===== src/rtl/alien_pkg.sv =====
// Shared constants and types for the alien bomb launcher.
// Sprite geometry, bomb geometry, LFSR constants and the launcher FSM states.
package alien_pkg;

    localparam int unsigned ALIEN_WIDTH  = 16;
    localparam int unsigned ALIEN_HEIGHT = 8;
    localparam int unsigned BOMB_WIDTH   = 1;
    localparam int unsigned BOMB_HEIGHT  = 4;

    localparam logic [15:0] LFSR_SEED = 16'hACE1;
    localparam logic [15:0] LFSR_TAPS = 16'hB400;

    typedef enum logic [1:0] {
        ST_IDLE   = 2'd0,
        ST_SELECT = 2'd1,
        ST_FLIGHT = 2'd2
    } bomb_state_t;

    // Index width for n items, never narrower than one bit.
    function automatic int unsigned idx_width(input int unsigned n);
        return (n > 1) ? $clog2(n) : 1;
    endfunction

endpackage


===== src/rtl/alien_bomb_launcher_if.sv =====
// Formation/scan inputs and bomb outputs of the alien bomb launcher.
// master: the surrounding game logic; slave: the launcher itself.
interface alien_bomb_launcher_if
    import alien_pkg::*;
#(
    parameter int unsigned NUM_ROWS    = 2,
    parameter int unsigned NUM_COLUMNS = 4
);
    localparam int unsigned COL_W = idx_width(NUM_COLUMNS);

    logic [NUM_ROWS-1:0][NUM_COLUMNS-1:0] alive_matrix;
    logic [15:0]                          origin_x;
    logic [15:0]                          origin_y;
    logic                                 frame_tick;
    logic                                 bomb_hit;
    logic [15:0]                          scan_x;
    logic [15:0]                          scan_y;
    logic                                 bomb_active;
    logic [15:0]                          bomb_x;
    logic [15:0]                          bomb_y;
    logic [COL_W-1:0]                     bomb_column;
    logic                                 bomb_pixel;

    modport master (
        output alive_matrix, origin_x, origin_y, frame_tick, bomb_hit, scan_x, scan_y,
        input  bomb_active, bomb_x, bomb_y, bomb_column, bomb_pixel
    );

    modport slave (
        input  alive_matrix, origin_x, origin_y, frame_tick, bomb_hit, scan_x, scan_y,
        output bomb_active, bomb_x, bomb_y, bomb_column, bomb_pixel
    );

endinterface


===== src/rtl/alien_bomb_launcher_lfsr16.sv =====
// 16-bit Galois LFSR, free-running every clock from LFSR_SEED.
module lfsr16
    import alien_pkg::*;
(
    input  logic        clk,
    input  logic        rst,
    output logic [15:0] o_state
);

    logic [15:0] r_state;

    // Shift right, folding the taps in when a one falls out of bit 0.
    always_ff @(posedge clk or posedge rst) begin
        if (rst) begin
            r_state <= LFSR_SEED;
        end else if (r_state[0]) begin
            r_state <= (r_state >> 1) ^ LFSR_TAPS;
        end else begin
            r_state <= r_state >> 1;
        end
    end

    assign o_state = r_state;

endmodule


===== src/rtl/alien_bomb_launcher.sv =====
// Alien return-fire stage: picks a pseudo-random firing column, launches a
// bomb from its lowest living alien and drops it once per frame.
// Optional feature: define ALIEN_BOMB_ZIGZAG_EN to wobble bomb_x by
// +/-SCALING on every flight frame (first step +).
module alien_bomb_launcher
    import alien_pkg::*;
#(
    parameter int unsigned NUM_ROWS        = 2,
    parameter int unsigned NUM_COLUMNS     = 4,
    parameter int unsigned ALIEN_SPACING_X = 40,
    parameter int unsigned ALIEN_SPACING_Y = 40,
    parameter int unsigned SCALING         = 2,
    parameter int unsigned MAX_POSITION_Y  = 480,
    parameter int unsigned FIRE_INTERVAL   = 60,
    parameter int unsigned BOMB_SPEED      = 2
)(
    input  logic                  clk,
    input  logic                  rst,
    alien_bomb_launcher_if.slave  bus
);

    localparam int unsigned COL_W = idx_width(NUM_COLUMNS);
    localparam int unsigned ROW_W = idx_width(NUM_ROWS);
    localparam int unsigned CD_W  = $clog2(FIRE_INTERVAL + 1);

    localparam logic [CD_W-1:0]  CD_RELOAD = CD_W'(FIRE_INTERVAL);
    localparam logic [CD_W-1:0]  CD_ONE    = CD_W'(1);
    localparam logic [COL_W-1:0] LAST_COL  = COL_W'(NUM_COLUMNS - 1);
    localparam logic [15:0]      COL_MASK  = 16'((1 << COL_W) - 1);
    localparam logic [15:0]      NCOL16    = 16'(NUM_COLUMNS);
    localparam logic [15:0]      HALF_W    = 16'(ALIEN_WIDTH * SCALING / 2);
    localparam logic [15:0]      FULL_H    = 16'(ALIEN_HEIGHT * SCALING);
    localparam logic [15:0]      PITCH_X   = 16'(ALIEN_SPACING_X);
    localparam logic [15:0]      PITCH_Y   = 16'(ALIEN_SPACING_Y);
    localparam logic [16:0]      SPEED17   = 17'(BOMB_SPEED);
    localparam logic [16:0]      MAX17     = 17'(MAX_POSITION_Y);
    localparam logic [16:0]      BOMB_W17  = 17'(BOMB_WIDTH * SCALING);
    localparam logic [16:0]      BOMB_H17  = 17'(BOMB_HEIGHT * SCALING);
`ifdef ALIEN_BOMB_ZIGZAG_EN
    localparam logic [15:0]      ZIG_STEP  = 16'(SCALING);
`endif

    bomb_state_t      r_state;
    logic [CD_W-1:0]  r_cooldown;
    logic [COL_W-1:0] r_col;
    logic [COL_W-1:0] r_scan_cnt;
    logic             r_bomb_active;
    logic [15:0]      r_bomb_x;
    logic [15:0]      r_bomb_y;
    logic [COL_W-1:0] r_bomb_column;
    logic             r_bomb_pixel;
`ifdef ALIEN_BOMB_ZIGZAG_EN
    logic             r_zig_neg;
`endif

    logic [15:0]      w_lfsr;
    logic [15:0]      w_start_raw;
    logic [COL_W-1:0] w_start_col;
    logic             w_col_alive;
    logic [ROW_W-1:0] w_row;
    logic [15:0]      w_launch_x;
    logic [15:0]      w_launch_y;
    logic [16:0]      w_next_y;

    lfsr16 u_lfsr (
        .clk     (clk),
        .rst     (rst),
        .o_state (w_lfsr)
    );

    // Folded LFSR low bits give the first column to examine.
    assign w_start_raw = w_lfsr & COL_MASK;
    assign w_start_col = COL_W'((w_start_raw >= NCOL16) ? (w_start_raw - NCOL16) : w_start_raw);

    // Column under examination: any alive, and the highest-index alive row.
    always_comb begin
        w_col_alive = 1'b0;
        w_row       = '0;
        for (int unsigned r = 0; r < NUM_ROWS; r++) begin
            if (bus.alive_matrix[r][r_col]) begin
                w_col_alive = 1'b1;
                w_row       = ROW_W'(r);
            end
        end
    end

    // Launch point below the chosen alien, and the next flight row (17 bits so it never wraps).
    assign w_launch_x = bus.origin_x + (16'(r_col) * PITCH_X) + HALF_W;
    assign w_launch_y = bus.origin_y + (16'(w_row) * PITCH_Y) + FULL_H;
    assign w_next_y   = {1'b0, r_bomb_y} + SPEED17;

    // Launcher FSM: cooldown in IDLE, column search in SELECT, descent in FLIGHT.
    always_ff @(posedge clk or posedge rst) begin
        if (rst) begin
            r_state       <= ST_IDLE;
            r_cooldown    <= CD_RELOAD;
            r_col         <= '0;
            r_scan_cnt    <= '0;
            r_bomb_active <= 1'b0;
            r_bomb_x      <= '0;
            r_bomb_y      <= '0;
            r_bomb_column <= '0;
`ifdef ALIEN_BOMB_ZIGZAG_EN
            r_zig_neg     <= 1'b0;
`endif
        end else begin
            case (r_state)
                ST_IDLE: begin
                    if (bus.frame_tick) begin
                        if (r_cooldown <= CD_ONE) begin
                            r_cooldown <= '0;
                            r_col      <= w_start_col;
                            r_scan_cnt <= '0;
                            r_state    <= ST_SELECT;
                        end else begin
                            r_cooldown <= r_cooldown - CD_ONE;
                        end
                    end
                end
                ST_SELECT: begin
                    if (w_col_alive) begin
                        r_bomb_x      <= w_launch_x;
                        r_bomb_y      <= w_launch_y;
                        r_bomb_column <= r_col;
                        r_bomb_active <= 1'b1;
`ifdef ALIEN_BOMB_ZIGZAG_EN
                        r_zig_neg     <= 1'b0;
`endif
                        r_state       <= ST_FLIGHT;
                    end else if (r_scan_cnt == LAST_COL) begin
                        r_cooldown <= CD_RELOAD;
                        r_state    <= ST_IDLE;
                    end else begin
                        r_col      <= (r_col == LAST_COL) ? '0 : r_col + COL_W'(1);
                        r_scan_cnt <= r_scan_cnt + COL_W'(1);
                    end
                end
                ST_FLIGHT: begin
                    if (bus.bomb_hit) begin
                        r_bomb_active <= 1'b0;
                        r_cooldown    <= CD_RELOAD;
                        r_state       <= ST_IDLE;
                    end else if (bus.frame_tick) begin
                        r_bomb_y <= w_next_y[15:0];
`ifdef ALIEN_BOMB_ZIGZAG_EN
                        r_bomb_x  <= r_zig_neg ? (r_bomb_x - ZIG_STEP) : (r_bomb_x + ZIG_STEP);
                        r_zig_neg <= ~r_zig_neg;
`else
                        r_bomb_x <= r_bomb_x;
`endif
                        if (w_next_y >= MAX17) begin
                            r_bomb_active <= 1'b0;
                            r_cooldown    <= CD_RELOAD;
                            r_state       <= ST_IDLE;
                        end
                    end
                end
                default: begin
                    r_bomb_active <= 1'b0;
                    r_cooldown    <= CD_RELOAD;
                    r_state       <= ST_IDLE;
                end
            endcase
        end
    end

    // Bomb rectangle hit test against the scan position, one cycle late.
    always_ff @(posedge clk or posedge rst) begin
        if (rst) begin
            r_bomb_pixel <= 1'b0;
        end else begin
            r_bomb_pixel <= r_bomb_active
                         && (bus.scan_x >= r_bomb_x)
                         && ({1'b0, bus.scan_x} < ({1'b0, r_bomb_x} + BOMB_W17))
                         && (bus.scan_y >= r_bomb_y)
                         && ({1'b0, bus.scan_y} < ({1'b0, r_bomb_y} + BOMB_H17));
        end
    end

    assign bus.bomb_active = r_bomb_active;
    assign bus.bomb_x      = r_bomb_x;
    assign bus.bomb_y      = r_bomb_y;
    assign bus.bomb_column = r_bomb_column;
    assign bus.bomb_pixel  = r_bomb_pixel;

endmodule


===== src/flat_wrapper.sv =====
// flat-port wrapper written by rule: the top's interface ports become plain ports
module alien_bomb_launcher_flat import alien_pkg::*;
#(
    parameter int unsigned NUM_ROWS        = 2,
    parameter int unsigned NUM_COLUMNS     = 4,
    parameter int unsigned ALIEN_SPACING_X = 40,
    parameter int unsigned ALIEN_SPACING_Y = 40,
    parameter int unsigned SCALING         = 2,
    parameter int unsigned MAX_POSITION_Y  = 480,
    parameter int unsigned FIRE_INTERVAL   = 60,
    parameter int unsigned BOMB_SPEED      = 2
)
  (clk, rst, bus_alive_matrix, bus_origin_x, bus_origin_y, bus_frame_tick, bus_bomb_hit, bus_scan_x, bus_scan_y, bus_bomb_active, bus_bomb_x, bus_bomb_y, bus_bomb_column, bus_bomb_pixel);
  alien_bomb_launcher_if #(.NUM_ROWS(NUM_ROWS), .NUM_COLUMNS(NUM_COLUMNS)) bus_i ();
  input  logic clk;
  input  logic rst;
  input wire logic [$bits(bus_i.alive_matrix)-1:0] bus_alive_matrix;
  input wire logic [$bits(bus_i.origin_x)-1:0] bus_origin_x;
  input wire logic [$bits(bus_i.origin_y)-1:0] bus_origin_y;
  input wire logic [$bits(bus_i.frame_tick)-1:0] bus_frame_tick;
  input wire logic [$bits(bus_i.bomb_hit)-1:0] bus_bomb_hit;
  input wire logic [$bits(bus_i.scan_x)-1:0] bus_scan_x;
  input wire logic [$bits(bus_i.scan_y)-1:0] bus_scan_y;
  output wire logic [$bits(bus_i.bomb_active)-1:0] bus_bomb_active;
  output wire logic [$bits(bus_i.bomb_x)-1:0] bus_bomb_x;
  output wire logic [$bits(bus_i.bomb_y)-1:0] bus_bomb_y;
  output wire logic [$bits(bus_i.bomb_column)-1:0] bus_bomb_column;
  output wire logic [$bits(bus_i.bomb_pixel)-1:0] bus_bomb_pixel;
  assign bus_i.alive_matrix = bus_alive_matrix;
  assign bus_i.origin_x = bus_origin_x;
  assign bus_i.origin_y = bus_origin_y;
  assign bus_i.frame_tick = bus_frame_tick;
  assign bus_i.bomb_hit = bus_bomb_hit;
  assign bus_i.scan_x = bus_scan_x;
  assign bus_i.scan_y = bus_scan_y;
  assign bus_bomb_active = bus_i.bomb_active;
  assign bus_bomb_x = bus_i.bomb_x;
  assign bus_bomb_y = bus_i.bomb_y;
  assign bus_bomb_column = bus_i.bomb_column;
  assign bus_bomb_pixel = bus_i.bomb_pixel;
  alien_bomb_launcher #(.NUM_ROWS(NUM_ROWS), .NUM_COLUMNS(NUM_COLUMNS), .ALIEN_SPACING_X(ALIEN_SPACING_X), .ALIEN_SPACING_Y(ALIEN_SPACING_Y), .SCALING(SCALING), .MAX_POSITION_Y(MAX_POSITION_Y), .FIRE_INTERVAL(FIRE_INTERVAL), .BOMB_SPEED(BOMB_SPEED)) u_core (.clk(clk), .rst(rst), .bus(bus_i));
endmodule

===== config.mk =====
export PLATFORM = sky130hd
export DESIGN_NAME = alien_bomb_launcher_flat
export DESIGN_NICKNAME = d
export VERILOG_FILES = /design/src/rtl/alien_pkg.sv /design/src/rtl/alien_bomb_launcher_if.sv /design/src/rtl/alien_bomb_launcher_lfsr16.sv /design/src/rtl/alien_bomb_launcher.sv /design/src/flat_wrapper.sv
export SDC_FILE = /design/constraint.sdc
export NUM_CORES = 1
export LEC_CHECK = 0
export BUFFER_PORTS_ARGS = -buffer_cell sky130_fd_sc_hd__buf_2
export CORE_MARGIN = 2
export CORE_UTILIZATION = 30
export CTS_CLUSTER_DIAMETER = 80
export DETAILED_ROUTE_END_ITERATION = 10
export GPL_TIMING_DRIVEN = 0
export SYNTH_ARGS = -nofsm -noshare
export SYNTH_HDL_FRONTEND = slang
export SYNTH_HIERARCHICAL = 1
export SYNTH_SLANG_ARGS = --single-unit

===== constraint.sdc =====
create_clock -name clk -period 8 [get_ports clk]
set_input_delay 0.4 -clock clk [delete_from_list [all_inputs] [get_ports clk]]
set_output_delay 0.4 -clock clk [all_outputs]
set_load 0.02 [all_outputs]

; Yosys cells after proc, flatten, opt, wreduce, memory -nomap -nowiden
; Index checks and enable logic that the tools add are counted.
[word_totals]
register_bits = 64
input_bits = 76
elab_cells = 106
[op_classes]
addsub = 11
mul = 2
magnitude_cmp = 8
eq_ne = 15
muxes = 45
bitwise = 2
reduce_logical = 13
[op_table]
columns = operator, count
row1 = $mux 16, 4
row2 = $mux 6, 7
row3 = $add 16x2->17 const B, 2
row4 = $lt 16x17->1, 2
row5 = $mux 2, 17
row6 = $add 16x5->16 const B, 2
row7 = $ge 16x16->1, 2
row8 = $pmux 16 s2, 1
row9 = $pmux 6 s3, 1
row10 = $add 16x4->17 const B, 1
row11 = $ge 17x9->1 const B, 1
row12 = $add 16x7->16, 1
row13 = $add 16x8->16, 1
row14 = $reduce_and 5->1, 3
row15 = $ne 2x2->1 const B, 5
row16 = $mux 1, 9
row17 = $pmux 2 s2, 2
row18 = $reduce_and 4->1, 2
row19 = $eq 2x2->1 const B, 3
row20 = $le 6x1->1 const B, 1
row21 = $ne 2x1->1 const B, 3
row22 = $pmux 2 s3, 1
row23 = $sub 6x1->6 const B, 1
row24 = $mul 2x3->5 const B, 1
row25 = 17 further kinds, 23

; Depth between registers and ports, before layout
[depth]
word_depth = 8
depth_mapped = 13
ltp_nobuf = 13

; Modules after synthesis
; Netlist, hierarchy kept.
[by_module_without_submodules]
columns = mod, n_inst, cells_per_inst, area_per_inst_um2, seq_area_each_um2
row1 = alien_bomb_launcher, 1, 592, 5047.3, 1206.2
row2 = lfsr16, 1, 20, 440.4, 410.4

; Worst setup path before layout
; OpenSTA, ideal clock, no wires.
[synth_path]
kind = reg2reg
from = register u_core.r_bomb_x[3], in the netlist u_core/bus.bomb_x[3]
to = register u_core.r_bomb_pixel, in the netlist u_core/bus.bomb_pixel
arrival_ps = 2851
setup_slack_ps = 5048
path_stages_with_launch = 14
synth_period_minus_slack_ps = 2952
path_cell_list = dfrtp_1 > nand3_1 > nor3_1 > nand2_1 > nor3_1 > nand3_1 > xnor2_1 > ha_1 > or2_2 > a2111oi_0 > o211ai_1 > nor2_1 > a311oi_1 > nor4_1
[synth_via]
elab_chain_len = 5
elab_cells_between_ends = 7
[synth_lines]
columns = element, line_no
row1 = start: declaration, alien_bomb_launcher.sv:48  ; logic [15:0] r_bomb_x;
row2 = start signal: assignment, alien_bomb_launcher.sv:122  ; r_bomb_x <= w_launch_x;
row3 = start signal: assignment, alien_bomb_launcher.sv:149  ; r_bomb_x <= r_bomb_x;
row4 = $add 16x2->17 / $ge 16x16->1 (equally long branches), "alien_bomb_launcher.sv:174, alien_bomb_launcher.sv:173"
row5 = $lt 16x17->1 / $logic_and 1x1->1 (equally long branches), "alien_bomb_launcher.sv:174, alien_bomb_launcher.sv:173"
row6 = $logic_and 1x1->1 (*), alien_bomb_launcher.sv:174  ; && ({1'b0, bus.scan_x} < ({1'b0, r_bomb_x} + BOMB_W17))
row7 = $logic_and 1x1->1 (*), alien_bomb_launcher.sv:175  ; && (bus.scan_y >= r_bomb_y)
row8 = $logic_and 1x1->1 (*), alien_bomb_launcher.sv:176  ; && ({1'b0, bus.scan_y} < ({1'b0, r_bomb_y} + BOMB_H17));
row9 = end signal: assignment, alien_bomb_launcher.sv:172  ; r_bomb_pixel <= r_bomb_active
row10 = end: declaration, alien_bomb_launcher.sv:51  ; logic r_bomb_pixel;
; Every way passes the cells marked *; elsewhere a longest branch is shown, timed or not.
; A chain may end at the register's enable or synchronous reset.

; Worst setup path after layout
; Same ends and word-level chain as after synthesis.

==> run_summary.xml <==
<?xml version="1.0" encoding="UTF-8"?>
<metrics>
  <group name="worst_setup_path">
    <metric name="worst-setup-path-type" unit="">register to register</metric>
    <metric name="path_buf_inv" unit="">0</metric>
    <metric name="crit_required" unit="ps">8230</metric>
    <metric name="critical_path.slowest_cell" unit="">sky130_fd_sc_hd__dfrtp_1</metric>
    <metric name="cp.depth" unit="">13</metric>
    <metric name="critPathArrivalTime" unit="ps">3680</metric>
    <metric name="worst_path_maximum_fanout" unit="">7</metric>
    <metric name="r2r_cells" unit="">13</metric>
    <metric name="critPathTopFamily" unit="">simple AND/OR/NAND/NOR gates</metric>
    <metric name="cp_slowest_stage_delay" unit="ps">470</metric>
    <metric name="cp_cell_sequence" unit="">nand3_1 -&gt; nor3_1 -&gt; nand2_1 -&gt; nor3_1 -&gt; nand3_1 -&gt; xnor2_1 -&gt; ha_1 -&gt; or2_2 -&gt; a2111oi_0 -&gt; o211ai_1 -&gt; nor2_1 -&gt; a311oi_1 -&gt; nor4_1</metric>
    <metric name="timing.critical_path.from_type" unit="">register</metric>
    <metric name="endpoint_kind" unit="">register</metric>
  </group>
  <group name="power">
    <metric name="finalPower" unit="uW">2220</metric>
    <metric name="pwr_density_cell" unit="mW/mm^2">335</metric>
    <metric name="cellLeakagePower" unit="uW">0.00306</metric>
    <metric name="ir_worst_vdd" unit="mV">0.124</metric>
  </group>
  <group name="global_routing">
    <metric name="globalRoute.totalOverflow" unit="">0</metric>
    <metric name="grt.total_usage" unit="%">15.6</metric>
    <metric name="grt_pass1_wl" unit="um">24600</metric>
    <metric name="first_global_vias" unit="">4768</metric>
    <metric name="grt_max_degree" unit="">31</metric>
    <metric name="antenna_found_initial" unit="">2</metric>
  </group>
  <group name="sta">
    <metric name="clock-skew-final" unit="ps">8.60</metric>
    <metric name="maxClockFrequency" unit="MHz">290</metric>
    <metric name="report.final.slew_viol_count" unit="">0</metric>
    <metric name="setup_ws" unit="ps">4550</metric>
    <metric name="setup_tns" unit="ps">0</metric>
    <metric name="tightestPinTransition" unit="ps">556</metric>
    <metric name="setup_repair_after_global_routing_missed_its_margin" unit="">no</metric>
    <metric name="fin_crit_sh" unit="%">43.1</metric>
    <metric name="period_needed" unit="ps">3450</metric>
    <metric name="finalSetupViolCount" unit="">0</metric>
    <metric name="final_hold_viol_count" unit="">0</metric>
    <metric name="timing.max_slew.rel_slack" unit="%">62.0</metric>
  </group>
  <group name="layout">
    <metric name="postLayoutCellArea" unit="sq mm">0.00665</metric>
    <metric name="nets" unit="">893</metric>
    <metric name="instances_no_fill" unit="">971</metric>
    <metric name="area_growth" unit="%">21.1</metric>
    <metric name="fillerInstances" unit="">1852</metric>
    <metric name="drive_gt1_share" unit="%">23.4</metric>
  </group>
  <group name="place">
    <metric name="preCtsSetupSlack" unit="ps">4610</metric>
    <metric name="finalWeightedCongestion" unit="">0.829</metric>
    <metric name="place.detailed.hpwl" unit="um">12100</metric>
    <metric name="place.detailed.instances" unit="">953</metric>
    <metric name="placed_cell_areas" unit="sq mm">0.00635</metric>
    <metric name="buffers_on_ports" unit="">111</metric>
  </group>
  <group name="cts">
    <metric name="clock_insertion_delay_worst_skew" unit="ps">330</metric>
    <metric name="ctsHoldBuffers" unit="">0</metric>
    <metric name="post_cts_buffers" unit="">0</metric>
    <metric name="tritoncts_clock_tree" unit="">done</metric>
    <metric name="cts-buffers-inserted" unit="">9</metric>
    <metric name="clk_pin_slew_worst_paths" unit="ps">60</metric>
    <metric name="clock_tree.htree_level_count" unit="">3</metric>
    <metric name="postCtsResizedCells" unit="">0</metric>
    <metric name="cts.sinks" unit="">64</metric>
    <metric name="cts.path.max_buffers" unit="">2</metric>
    <metric name="cts.root.buffer_cell" unit="">sky130_fd_sc_hd__clkbuf_16</metric>
  </group>
  <group name="synth">
    <metric name="yosys_warnings" unit="">6</metric>
    <metric name="ys_dominant_reg_cell" unit="">sky130_fd_sc_hd__dfrtp_1</metric>
    <metric name="syn_area" unit="sq mm">0.00549</metric>
    <metric name="mappedNetlistNets" unit="">770</metric>
    <metric name="synth.ff_latch_count" unit="">64</metric>
    <metric name="synth-edff-count" unit="">0</metric>
    <metric name="average_cell_area_after_synthesis" unit="sq um">8.97</metric>
    <metric name="post_synth_num_cell_types" unit="">67</metric>
    <metric name="ys_seq_area_share" unit="%">29.5</metric>
    <metric name="async_reset_ff_share" unit="%">100</metric>
    <metric name="synth_cells" unit="">612</metric>
  </group>
  <group name="detailed_routing">
    <metric name="drc_errors" unit="">0</metric>
    <metric name="postRouteAntennaNets" unit="">0</metric>
    <metric name="routed_via_density" unit="">5.11</metric>
    <metric name="violation_count_after_the_first_detailed_routing_iteration" unit="">340</metric>
    <metric name="average_wire_per_cell_in_the_routed_design" unit="um">15.6</metric>
    <metric name="detailroute.via_count" unit="">4963</metric>
    <metric name="routed_wirelength" unit="um">15100</metric>
    <metric name="drt_pass1_iterations" unit="">5</metric>
  </group>
  <group name="status">
    <metric name="result_of_the_run" unit="">completed</metric>
  </group>
  <group name="die">
    <metric name="placeable_core_region" unit="sq mm">0.0180</metric>
    <metric name="core.rowCount" unit="">49</metric>
    <metric name="initial_utilization" unit="%">30.5</metric>
    <metric name="dieArea" unit="sq mm">0.0194</metric>
    <metric name="die_w" unit="um">139</metric>
    <metric name="io_pins" unit="">112</metric>
    <metric name="die-height" unit="um">139</metric>
  </group>
  <group name="run">
    <metric name="max_cap_viol_count" unit="">0</metric>
  </group>
  <group name="min_path">
    <metric name="worstHoldPathType" unit="">primary input to async pin</metric>
  </group>
</metrics>
## cell usage in the layout (no fill, tap or decap), types with 4 or more instances in the layout
cell type	n
sky130_fd_sc_hd__nand2_1	45
sky130_fd_sc_hd__dfstp_2	12
sky130_fd_sc_hd__xor2_1	16
sky130_fd_sc_hd__mux2_2	7
sky130_fd_sc_hd__dfrtp_1	52
sky130_fd_sc_hd__nor3_1	14
sky130_fd_sc_hd__ha_1	80
sky130_fd_sc_hd__o22ai_1	4
sky130_fd_sc_hd__o31a_1	4
sky130_fd_sc_hd__nand3_1	28
sky130_fd_sc_hd__and3_1	4
sky130_fd_sc_hd__o211ai_1	10
sky130_fd_sc_hd__nand4_1	12
sky130_fd_sc_hd__a21oi_1	34
sky130_fd_sc_hd__xnor2_1	31
sky130_fd_sc_hd__nor2b_1	5
sky130_fd_sc_hd__o21a_1	5
sky130_fd_sc_hd__or3_1	5
sky130_fd_sc_hd__a31oi_1	5
sky130_fd_sc_hd__nor2_1	39
sky130_fd_sc_hd__nand2b_1	7
sky130_fd_sc_hd__a211oi_1	8
sky130_fd_sc_hd__a22oi_1	4
sky130_fd_sc_hd__clkbuf_1	10
sky130_fd_sc_hd__o21ai_0	44
sky130_fd_sc_hd__mux2i_1	4
sky130_fd_sc_hd__nor4_1	6
sky130_fd_sc_hd__a21o_1	11
sky130_fd_sc_hd__inv_1	47
sky130_fd_sc_hd__buf_2	118
sky130_fd_sc_hd__clkbuf_16	9
## logic make-up (layout without fill, tap and decap cells)
group / after synthesis / in the layout / synth area share [%]
AND/OR/NAND/NOR: 185 / 185 / 17.5
AO/OA/AOI/OAI: 155 / 155 / 18.9
adder cells (fa/ha/maj): 82 / 82 / 19.0
buffers and inverters: 66 / 194 / 4.72
flip-flops: 64 / 64 / 29.5
XOR/XNOR: 47 / 47 / 7.50
multiplexers: 13 / 13 / 2.99
other: 0 / 2 / 0
## worst reg2reg max path, delay by kind of cell, from the launching register on
family          cells  cell delay [ps]
simple gates        8             1960
compound gates      3              590
flops               1              470
fa+ha+maj           1              170
xor+xnor            1              150
## state kept, by name, indices dropped and copies added (netlist names)
| signal | count |
|---|---|
| u_core/bus.bomb_y | 16 |
| u_core/bus.bomb_pixel | 1 |
| u_core/bus.bomb_active | 1 |
| u_core/bus.bomb_x | 16 |
| u_core/bus.bomb_column | 2 |
| u_core/r_state | 2 |
| u_core/u_lfsr/o_state | 16 |
| u_core/r_cooldown | 6 |
| u_core/r_col | 2 |
| u_core/r_scan_cnt | 2 |
## Yosys cell counts (all sizes together), types with 3 or more instances
cell | number | share of area, %
a2111oi | 4 | 0.98
a211oi | 8 | 1.1
a21o | 12 | 1.7
a21oi | 34 | 3.1
a22oi | 4 | 0.55
a2bb2oi | 4 | 0.96
a31oi | 5 | 0.57
and3 | 5 | 0.59
and4 | 3 | 0.48
buf | 8 | 0.71
clkbuf | 10 | 0.73
dfrtp | 52 | 24
dfstp | 12 | 5.7
ha | 80 | 18
inv | 48 | 3.3
mux2 | 7 | 1.4
mux2i | 4 | 0.73
nand2 | 46 | 3.2
nand2b | 7 | 0.80
nand3 | 30 | 3.1
nand4 | 13 | 1.8
nor2 | 39 | 2.7
nor2b | 5 | 0.57
nor3 | 14 | 1.3
nor3b | 3 | 0.41
nor4 | 7 | 1.1
o211ai | 10 | 1.4
o21a | 5 | 0.68
o21ai | 44 | 4.0
o22ai | 4 | 0.46
o31a | 4 | 0.64
or2 | 3 | 0.34
or3 | 6 | 0.78
xnor2 | 31 | 4.9
xor2 | 16 | 2.6
## worst paths after layout
path,startpoint,endpoint,slack (ps)
max,u_core/bus.bomb_x[3],u_core/bus.bomb_pixel,4550
min,rst,u_core/bus.bomb_x[3],80
max reg2reg,u_core/bus.bomb_x[3],u_core/bus.bomb_pixel,4550
min reg2reg,u_core/u_lfsr/o_state[6],u_core/u_lfsr/o_state[5],350
max in group asynchronous,rst,u_core/r_cooldown[4],7310
min in group clk,bus_origin_x[0],u_core/bus.bomb_x[0],300
## through the flow
| step | util, % | hold WS, ps |
|---|---|---|
| 2_1_floorplan | - | 308 |
| 3_3_place_gp | 35.2 | 337 |
| 3_5_place_dp | 35.3 | 335 |
| 4_1_cts | 37.0 | 92.8 |
| 5_1_grt | 37.0 | 117 |
| 6_report | 37.0 | 82.2 |
## where the power goes
part           leakage, uW  switching, uW  internal, uW
sequential        0.000780            160           440
combinational      0.00213            721           516
clock             0.000146            138           248
total              0.00306           1020          1200
## layer usage
metal / vias to the layer above / global-route usage (%) / wire, um
met5: - / 0 / 0
met4: 0 / 4.25 / 284
met3: 17 / 2.72 / 629
met2: 123 / 25.1 / 6940
met1: 2356 / 21.7 / 7270
li1: 2467 / - / -
## area by class of cell
class	count	area, sq um	share of cell area (%)
multi-input combinational	482	3610	54.3
sequential	64	1620	24.3
timing repair buffer	112	576	8.66
tap	229	287	4.31
clock buffer	12	246	3.71
inverter	48	180	2.71
buffer	18	78.8	1.19
clock inverter	4	45.0	0.678
antenna	2	5.00	0.0753
Power figures use the tool's default switching activity.
